**config.mk**
```make
export PLATFORM = sky130hd
export DESIGN_NAME = rtc_bus_sequencer
export DESIGN_NICKNAME = d
export VERILOG_FILES = /design/src/rtl/rtc_bus_sequencer.sv
export SDC_FILE = /design/constraint.sdc
export NUM_CORES = 1
export LEC_CHECK = 0
export ABC_AREA = 1
export CORE_ASPECT_RATIO = 1.75
export CORE_MARGIN = 1.5
export CORE_UTILIZATION = 40
export CTS_CLUSTER_DIAMETER = 40
export CTS_CLUSTER_SIZE = 12
export DETAILED_ROUTE_END_ITERATION = 8
export PLACE_DENSITY = 0.75
export SYNTH_ARGS = -nofsm -noshare
export SYNTH_HDL_FRONTEND = slang
export SYNTH_SLANG_ARGS = --single-unit
```
**constraint.sdc**
```tcl
create_clock -name clk -period 1.7 [get_ports clk]
set_input_delay 0.17 -clock clk [delete_from_list [all_inputs] [get_ports clk]]
set_output_delay 0.17 -clock clk [all_outputs]
set_load 0.02 [all_outputs]
```
**src/rtl/rtc_bus_sequencer.sv**
```systemverilog
// RTC multiplexed address/data bus sequencer.
// One address phase then one data phase, with programmable setup/strobe/hold timing.
`timescale 1ns/1ps
module rtc_bus_sequencer #(
    parameter int T_SETUP  = 2,
    parameter int T_STROBE = 4,
    parameter int T_HOLD   = 2
) (
    input  logic       clk,
    input  logic       reset,
    input  logic       start_wr,
    input  logic       start_rd,
    input  logic [7:0] addr,
    input  logic [7:0] data_wr,
    input  logic [7:0] ad_in,
    output logic [7:0] ad_out,
    output logic       ad_oe,
    output logic       ad_sel,
    output logic       cs_n,
    output logic       wr_n,
    output logic       rd_n,
    output logic [7:0] data_rd,
    output logic       busy,
    output logic       done
);

    typedef enum logic [2:0] {
        IDLE,
        A_SETUP,
        A_STROBE,
        A_HOLD,
        D_SETUP,
        D_STROBE,
        D_HOLD,
        DONE
    } state_t;

    state_t     state_q, state_d;
    state_t     nxt;
    logic [7:0] cnt_q, cnt_d;
    logic [7:0] ld;
    logic [7:0] addr_q, addr_d;
    logic [7:0] data_q, data_d;
    logic       rd_q, rd_d;
    logic       go;

    logic [7:0] ad_out_q, ad_out_d;
    logic       ad_oe_q, ad_oe_d;
    logic       ad_sel_q, ad_sel_d;
    logic       cs_n_q, cs_n_d;
    logic       wr_n_q, wr_n_d;
    logic       rd_n_q, rd_n_d;
    logic [7:0] data_rd_q, data_rd_d;
    logic       busy_q, busy_d;
    logic       done_q, done_d;

    // A start is only honoured once the visible busy flag has dropped too.
    assign go = (start_wr | start_rd) & ~busy_q;

    // State, phase counter and latched transaction registers.
    always_ff @(posedge clk or posedge reset) begin
        if (reset) begin
            state_q <= IDLE;
            cnt_q   <= 8'd0;
            addr_q  <= 8'd0;
            data_q  <= 8'd0;
            rd_q    <= 1'b0;
        end else begin
            state_q <= state_d;
            cnt_q   <= cnt_d;
            addr_q  <= addr_d;
            data_q  <= data_d;
            rd_q    <= rd_d;
        end
    end

    // Next state: timed states advance when the down-counter reaches 1.
    always_comb begin
        state_d = state_q;
        cnt_d   = cnt_q;
        addr_d  = addr_q;
        data_d  = data_q;
        rd_d    = rd_q;
        nxt     = state_q;
        ld      = 8'd0;
        unique case (state_q)
            A_SETUP: begin
                nxt = A_STROBE;
                ld  = 8'(T_STROBE);
            end
            A_STROBE: begin
                nxt = A_HOLD;
                ld  = 8'(T_HOLD);
            end
            A_HOLD: begin
                nxt = D_SETUP;
                ld  = 8'(T_SETUP);
            end
            D_SETUP: begin
                nxt = D_STROBE;
                ld  = 8'(T_STROBE);
            end
            D_STROBE: begin
                nxt = D_HOLD;
                ld  = 8'(T_HOLD);
            end
            D_HOLD: begin
                nxt = DONE;
                ld  = 8'd0;
            end
            IDLE, DONE: begin
                nxt = IDLE;
                ld  = 8'd0;
            end
        endcase
        if (state_q == IDLE) begin
            cnt_d = 8'd0;
            if (go) begin
                state_d = A_SETUP;
                cnt_d   = 8'(T_SETUP);
                addr_d  = addr;
                data_d  = data_wr;
                rd_d    = ~start_wr;
            end
        end else if (state_q == DONE) begin
            state_d = IDLE;
            cnt_d   = 8'd0;
        end else if (cnt_q <= 8'd1) begin
            state_d = nxt;
            cnt_d   = ld;
        end else begin
            cnt_d = cnt_q - 8'd1;
        end
    end

    // Output decode from the current state, registered one cycle later.
    always_comb begin
        ad_out_d  = 8'd0;
        ad_oe_d   = 1'b0;
        ad_sel_d  = 1'b0;
        cs_n_d    = 1'b1;
        wr_n_d    = 1'b1;
        rd_n_d    = 1'b1;
        data_rd_d = data_rd_q;
        busy_d    = (state_q != IDLE);
        done_d    = 1'b0;
        if (state_q inside {A_SETUP, A_STROBE, A_HOLD}) begin
            cs_n_d   = 1'b0;
            ad_sel_d = 1'b1;
            ad_oe_d  = 1'b1;
            ad_out_d = addr_q;
            wr_n_d   = (state_q != A_STROBE);
        end
        if (state_q inside {D_SETUP, D_STROBE, D_HOLD}) begin
            cs_n_d = 1'b0;
            if (rd_q) begin
                rd_n_d = (state_q != D_STROBE);
            end else begin
                ad_oe_d  = 1'b1;
                ad_out_d = data_q;
                wr_n_d   = (state_q != D_STROBE);
            end
        end
        if (state_q == DONE) begin
            done_d = 1'b1;
        end
        // Capture read data on the edge where rd_n rises.
        if (!rd_n_q && rd_n_d) begin
            data_rd_d = ad_in;
        end
    end

    // Output registers; reset drives the bus idle immediately.
    always_ff @(posedge clk or posedge reset) begin
        if (reset) begin
            ad_out_q  <= 8'd0;
            ad_oe_q   <= 1'b0;
            ad_sel_q  <= 1'b0;
            cs_n_q    <= 1'b1;
            wr_n_q    <= 1'b1;
            rd_n_q    <= 1'b1;
            data_rd_q <= 8'd0;
            busy_q    <= 1'b0;
            done_q    <= 1'b0;
        end else begin
            ad_out_q  <= ad_out_d;
            ad_oe_q   <= ad_oe_d;
            ad_sel_q  <= ad_sel_d;
            cs_n_q    <= cs_n_d;
            wr_n_q    <= wr_n_d;
            rd_n_q    <= rd_n_d;
            data_rd_q <= data_rd_d;
            busy_q    <= busy_d;
            done_q    <= done_d;
        end
    end

    assign ad_out  = ad_out_q;
    assign ad_oe   = ad_oe_q;
    assign ad_sel  = ad_sel_q;
    assign cs_n    = cs_n_q;
    assign wr_n    = wr_n_q;
    assign rd_n    = rd_n_q;
    assign data_rd = data_rd_q;
    assign busy    = busy_q;
    assign done    = done_q;

endmodule

```
# [After elaboration in Yosys (flattened, before gate mapping)]
# Memory sizes are Yosys's and may differ from the RTL's.
# Index checks and enable logic that the tools add are counted.
[totals] inputBits=28 register_bits=51 mem_count=1 wordCells=62 output_inout_bits=23 romBits=40
[memory_table] name="(name not given)" words=8 word_bits=5 read_ports=1 rd_clocked_by_memory_dff=0 write_ports=0 line="86" text="unique case (state_q)"
[op_classes] n_reduce_logical=9 mux=22 addsub=1 n_eq_ne=10 magnitude_cmp=1 bitwise_logic=4
[op_table] operator="8-bit two-way mux" n=6
[op_table] operator="3-bit == test (second input constant)" n=4
[op_table] operator="3-bit two-way mux" n=4
[op_table] operator="3-bit nonzero test" n=4
[op_table] operator="1-bit two-way mux" n=11
[op_table] operator="8-bit by 1-bit less-or-equal comparator with 1-bit output (second input constant)" n=1
[op_table] operator="8-bit by 1-bit subtractor with 8-bit output (second input constant)" n=1
[op_table] operator="3-bit by 2-bit == test with 1-bit output (second input constant)" n=2
[op_table] operator="2-bit AND reduction" n=2
[op_table] operator="3-bit by 1-bit == test with 1-bit output (second input constant)" n=1
[op_table] operator="3-bit logical NOT" n=1
[op_table] operator="3-bit by 2-bit inequality test with 1-bit output (second input constant)" n=1
[op_table] operator="3-bit inequality test (second input constant)" n=1
[op_table] operator="2-bit two-way mux" n=1
[op_table] operator="2-bit inequality test (second input constant)" n=1
[op_table] operator="1-bit NOT" n=2
[op_table] operator="1-bit AND" n=1
[op_table] operator="1-bit logical AND" n=1
[op_table] operator="1-bit logical NOT" n=1
[op_table] operator="1-bit OR" n=1

# [Longest topological paths before layout]
[logic_depth] ltp_word=5 mapped_depth=10 ltp_nobuf=9

# [Least setup slack after synthesis]
# OpenSTA, ideal clock, no wires.
[synth_path] kind="register to register" from="reg state_q[1]" to="reg rd_q" setup_slack_ns=0.136 path_stages_with_launch=11 t_required_ns=1.583 setup_ns=0.117 period_less_slack_ns=1.564 t_arrival_ns=1.447 n_path_buf=2 cell_sequence="dfrtp_1 -> inv_1 -> ha_1 -> inv_1 -> nor2_4 -> inv_2 -> or2_1 -> buf_6 -> buf_6 -> nand2_2 -> o21ai_2"
[synth_via] elab_chain_cells=2
[synth_rtl] item="start, declared" line="38" text="state_t state_q, state_d;"
[synth_rtl] item="start signal, assigned" line="69" text="state_q <= state_d;"
[synth_rtl] item="3-bit logical NOT" line="116" text="if (state_q == IDLE) begin"
[synth_rtl] item="2-bit AND reduction (no line)"
[synth_rtl] item="end signal, assigned" line="73" text="rd_q <= rd_d;"
[synth_rtl] item="end, declared" line="44" text="logic rd_q, rd_d;"
# Every way passes these cells.
# A chain may end at the register's enable or synchronous reset.

# [Worst setup path in the final report]
[layout_path] from="reg rd_n_q, in the netlist rd_n" to="out rd_n"
[layout_rtl] item="start, declared" line="52" text="logic rd_n_q, rd_n_d;"
[layout_rtl] item="start signal, assigned" line="191" text="rd_n_q <= rd_n_d;"
[layout_rtl] item="end, declared" line="21" text="output logic rd_n,"
# No word-level cell between the ends.

==> results.yml <==
outcome:
  outcome: "finished clean"
yosys:
  synth-adder-area-share_pct: 3.74
  ys_ff_latch: 51
  yosys.area.top_type: "dfrtp_1"
  ys_seq_area_share_pct: 54.7
  synth_xor_area_share_pct: 1.50
  yosys.area.top_type_share_pct: 51.3
  synth_nets: 294
  yosysUniqueCellTypes: 22
  netlist_instances: 259
  synth_top_family_by_area: "simple AND/OR/NAND/NOR gates"
  synth_compound_area_share_pct: 8.98
  syn_area_per_cell_sq_um: 9.04
  synth-simple-area-share_pct: 22.9
  synth_area_sq_mm: 0.00234
  yosys-top-cells-area: "dfrtp_1 51%, nand2_1 13%, o21ai_2 6.4%"
  synthMuxAreaShare_pct: 0
  yosys_warnings: 0
clocking:
  numCtsBuffers: 5
  clk_latency_ns: 0.30
  ctsLongestPathBuffers: 2
  clock_sinks: 51
  tritoncts: "done"
  cts_hold_buf: 0
  htreeDepth: 2
  cts-root-buf: "clkbuf_8"
  clk_pin_slew_ns: 0.09
timing:
  drv_slew: 0
  tns_ns: 0
  fmax_ghz: 0.624
  relSlewSlack_pct: 80.0
  final-hold-violation-count: 0
  setup_viol_count_final: 0
  tightest_slew_ns: 0.296
  finClkSkew_ns: 0.00962
  min_period_over_period_pct: 94.3
  rsz0062_at_grt: "no"
  whs_ns: 0.218
  fin_crit_ns: 1.60
worst_setup_path:
  path_depth: 1
  r2r_cells: 9
  cp-startpoint: "rd_n$_DFF_PP1_"
  timing.rr.start: "state_q[1]$_DFFE_PP0P_"
  crit_slowest_cell: "clkdlybuf4s50_1"
  cp_top_family: "buffers and inverters"
  cp.required_ns: 1.53
  critPathKind: "flop to output port"
  critPathMaxFanout: 2
  worstPathArrival_ns: 1.43
  r2r_slack_ns: 0.13
  crit_buf_inv: 1
  critPathMaxStageDelay_ns: 0.60
  critical_path.startpoint_type: "flop"
  worst_setup_path_end_kind: "output port"
  path_cells: "clkdlybuf4s50_1"
  r2r-end: "data_q[3]$_DFFE_PP0P_"
pwr:
  ir_worst_vdd_mv: 0.702
  power_density_mw_per_mm2: 1550
  p_leak_nw: 1.55
global_route:
  antenna_found_initial: 0
  grtUsageTotal_pct: 15.9
  grt_pass1_vias: 1725
  grt_pass1_wl_um: 7550
  overflow: 0
  grt_max_degree: 52
layout:
  area_delta_synth_final_pct: 31.2
  fin_util_pct: 55.0
  nets: 352
  fin_area_sq_mm: 0.00307
  instances_no_fill: 394
  mostFrequentLayoutCell: "nand2_1"
  antenna_cells: 0
  layout_common_cells: "80 x nand2_1, 50 x clkdlybuf4s50_1, 48 x dfrtp_1, 32 x inv_1, 22 x nor2_1"
  drive_gt1_share_pct: 14.2
die:
  dieArea_sq_mm: 0.00634
  io_pins: 51
  core_sq_mm: 0.00559
  initial_utilization_pct: 41.9
  die_w_um: 60.8
  rows: 36
  dieHeight_um: 104
run:
  drv_cap: 0
route:
  dr.pass1.iters: 4
  viasPerCell: 4.56
  drtAntennaViolNets: 0
  drt_iter0_markers: 40
  drc: 0
  wl_per_cell_um: 11.2
  routed-via-count: 1795
  met1_length_um: 1690
  wl_met3_um: 166
  wirelength_um: 4430
  dr_wl_met2_um: 2470
  top_layer: "met4"
min_path:
  hp-class: "input pin to asynchronous set/reset pin"
placement:
  place_congestion: 0.915
  dpl_cell_area_sq_mm: 0.00295
  portBuffers: 50
  dpl.cell_count: 386
  post-dp-hpwl_um: 3270
-- timing repair --
item / 4_1_cts / 5_1_grt
resized for setup: 0 / 3
endpoints found under the setup margin: 0 / 12
buffers inserted: 0 / 0
-- state kept, by name (all words and copies together), names as in the netlist --
name,cells
ad_oe,1
ad_out,8
ad_sel,1
addr_q,8
busy,1
cnt_q,8
cs_n,1
data_q,8
data_rd,8
done,1
rd_n,1
rd_q,1
state_q,3
wr_n,1
-- layer usage --
metal,GRT usage (%),up-vias
met5,0,-
met4,8.39,0
met3,2.86,9
met2,27.6,45
met1,17.3,831
li1,-,910
-- power breakdown --
part	leakage (nW)	total [mW]	switching, mW	internal (mW)
clock	0.0514	0.826	0.387	0.439
sequential	0.636	1.84	0.205	1.63
combinational	0.865	2.08	1.22	0.864
-- cells in the mapped netlist --
cell type / n
ha_1: 7
or2_1: 1
nand2_1: 81
inv_2: 2
a21oi_1: 2
o21ai_0: 4
xor2_1: 4
nand2_2: 4
nor2_4: 1
buf_6: 5
inv_1: 33
nand3_1: 17
o21ai_2: 17
clkinv_1: 1
nand4_1: 2
a21oi_2: 1
o21bai_1: 2
a21boi_0: 1
nand3_2: 1
dfrtp_1: 48
dfstp_2: 3
nor2_1: 22
-- metrics by stage --
stage                     worst slack, ns  power (mW)
after floorplan                     0.136        3.31
after global placement              0.132        3.85
after detailed placement           0.0716        3.92
after CTS                          0.0548        4.76
after global routing              0.00167        5.11
final                              0.0973        4.75
-- worst max path at each step --
stage                                   to
floorplan                 rd_q$_DFFE_PP0P_
global placement     data_q[0]$_DFFE_PP0P_
detailed placement   data_q[3]$_DFFE_PP0P_
CTS                  data_q[3]$_DFFE_PP0P_
global route        state_q[0]$_DFFE_PP0P_
finish                                rd_n
-- layout make-up --
| type | count | area (sq um) |
|---|---|---|
| Sequential cell | 51 | 1280 |
| Fill cell | 539 | 2510 |
| Timing Repair Buffer | 56 | 571 |
| Multi-Input combinational cell | 167 | 880 |
| Clock buffer | 6 | 72.6 |
| Inverter | 36 | 135 |
| Tap cell | 76 | 95.1 |
| Clock inverter | 2 | 37.5 |
-- kinds of logic after synthesis --
family                   count (synthesis)
AO/OA/AOI/OAI                           27
XOR/XNOR                                 4
adder cells (fa/ha/maj)                  7
buffers and inverters                   41
flip-flops                              51
AND/OR/NAND/NOR                        129
Note: power is estimated with default switching activity, not from simulation.
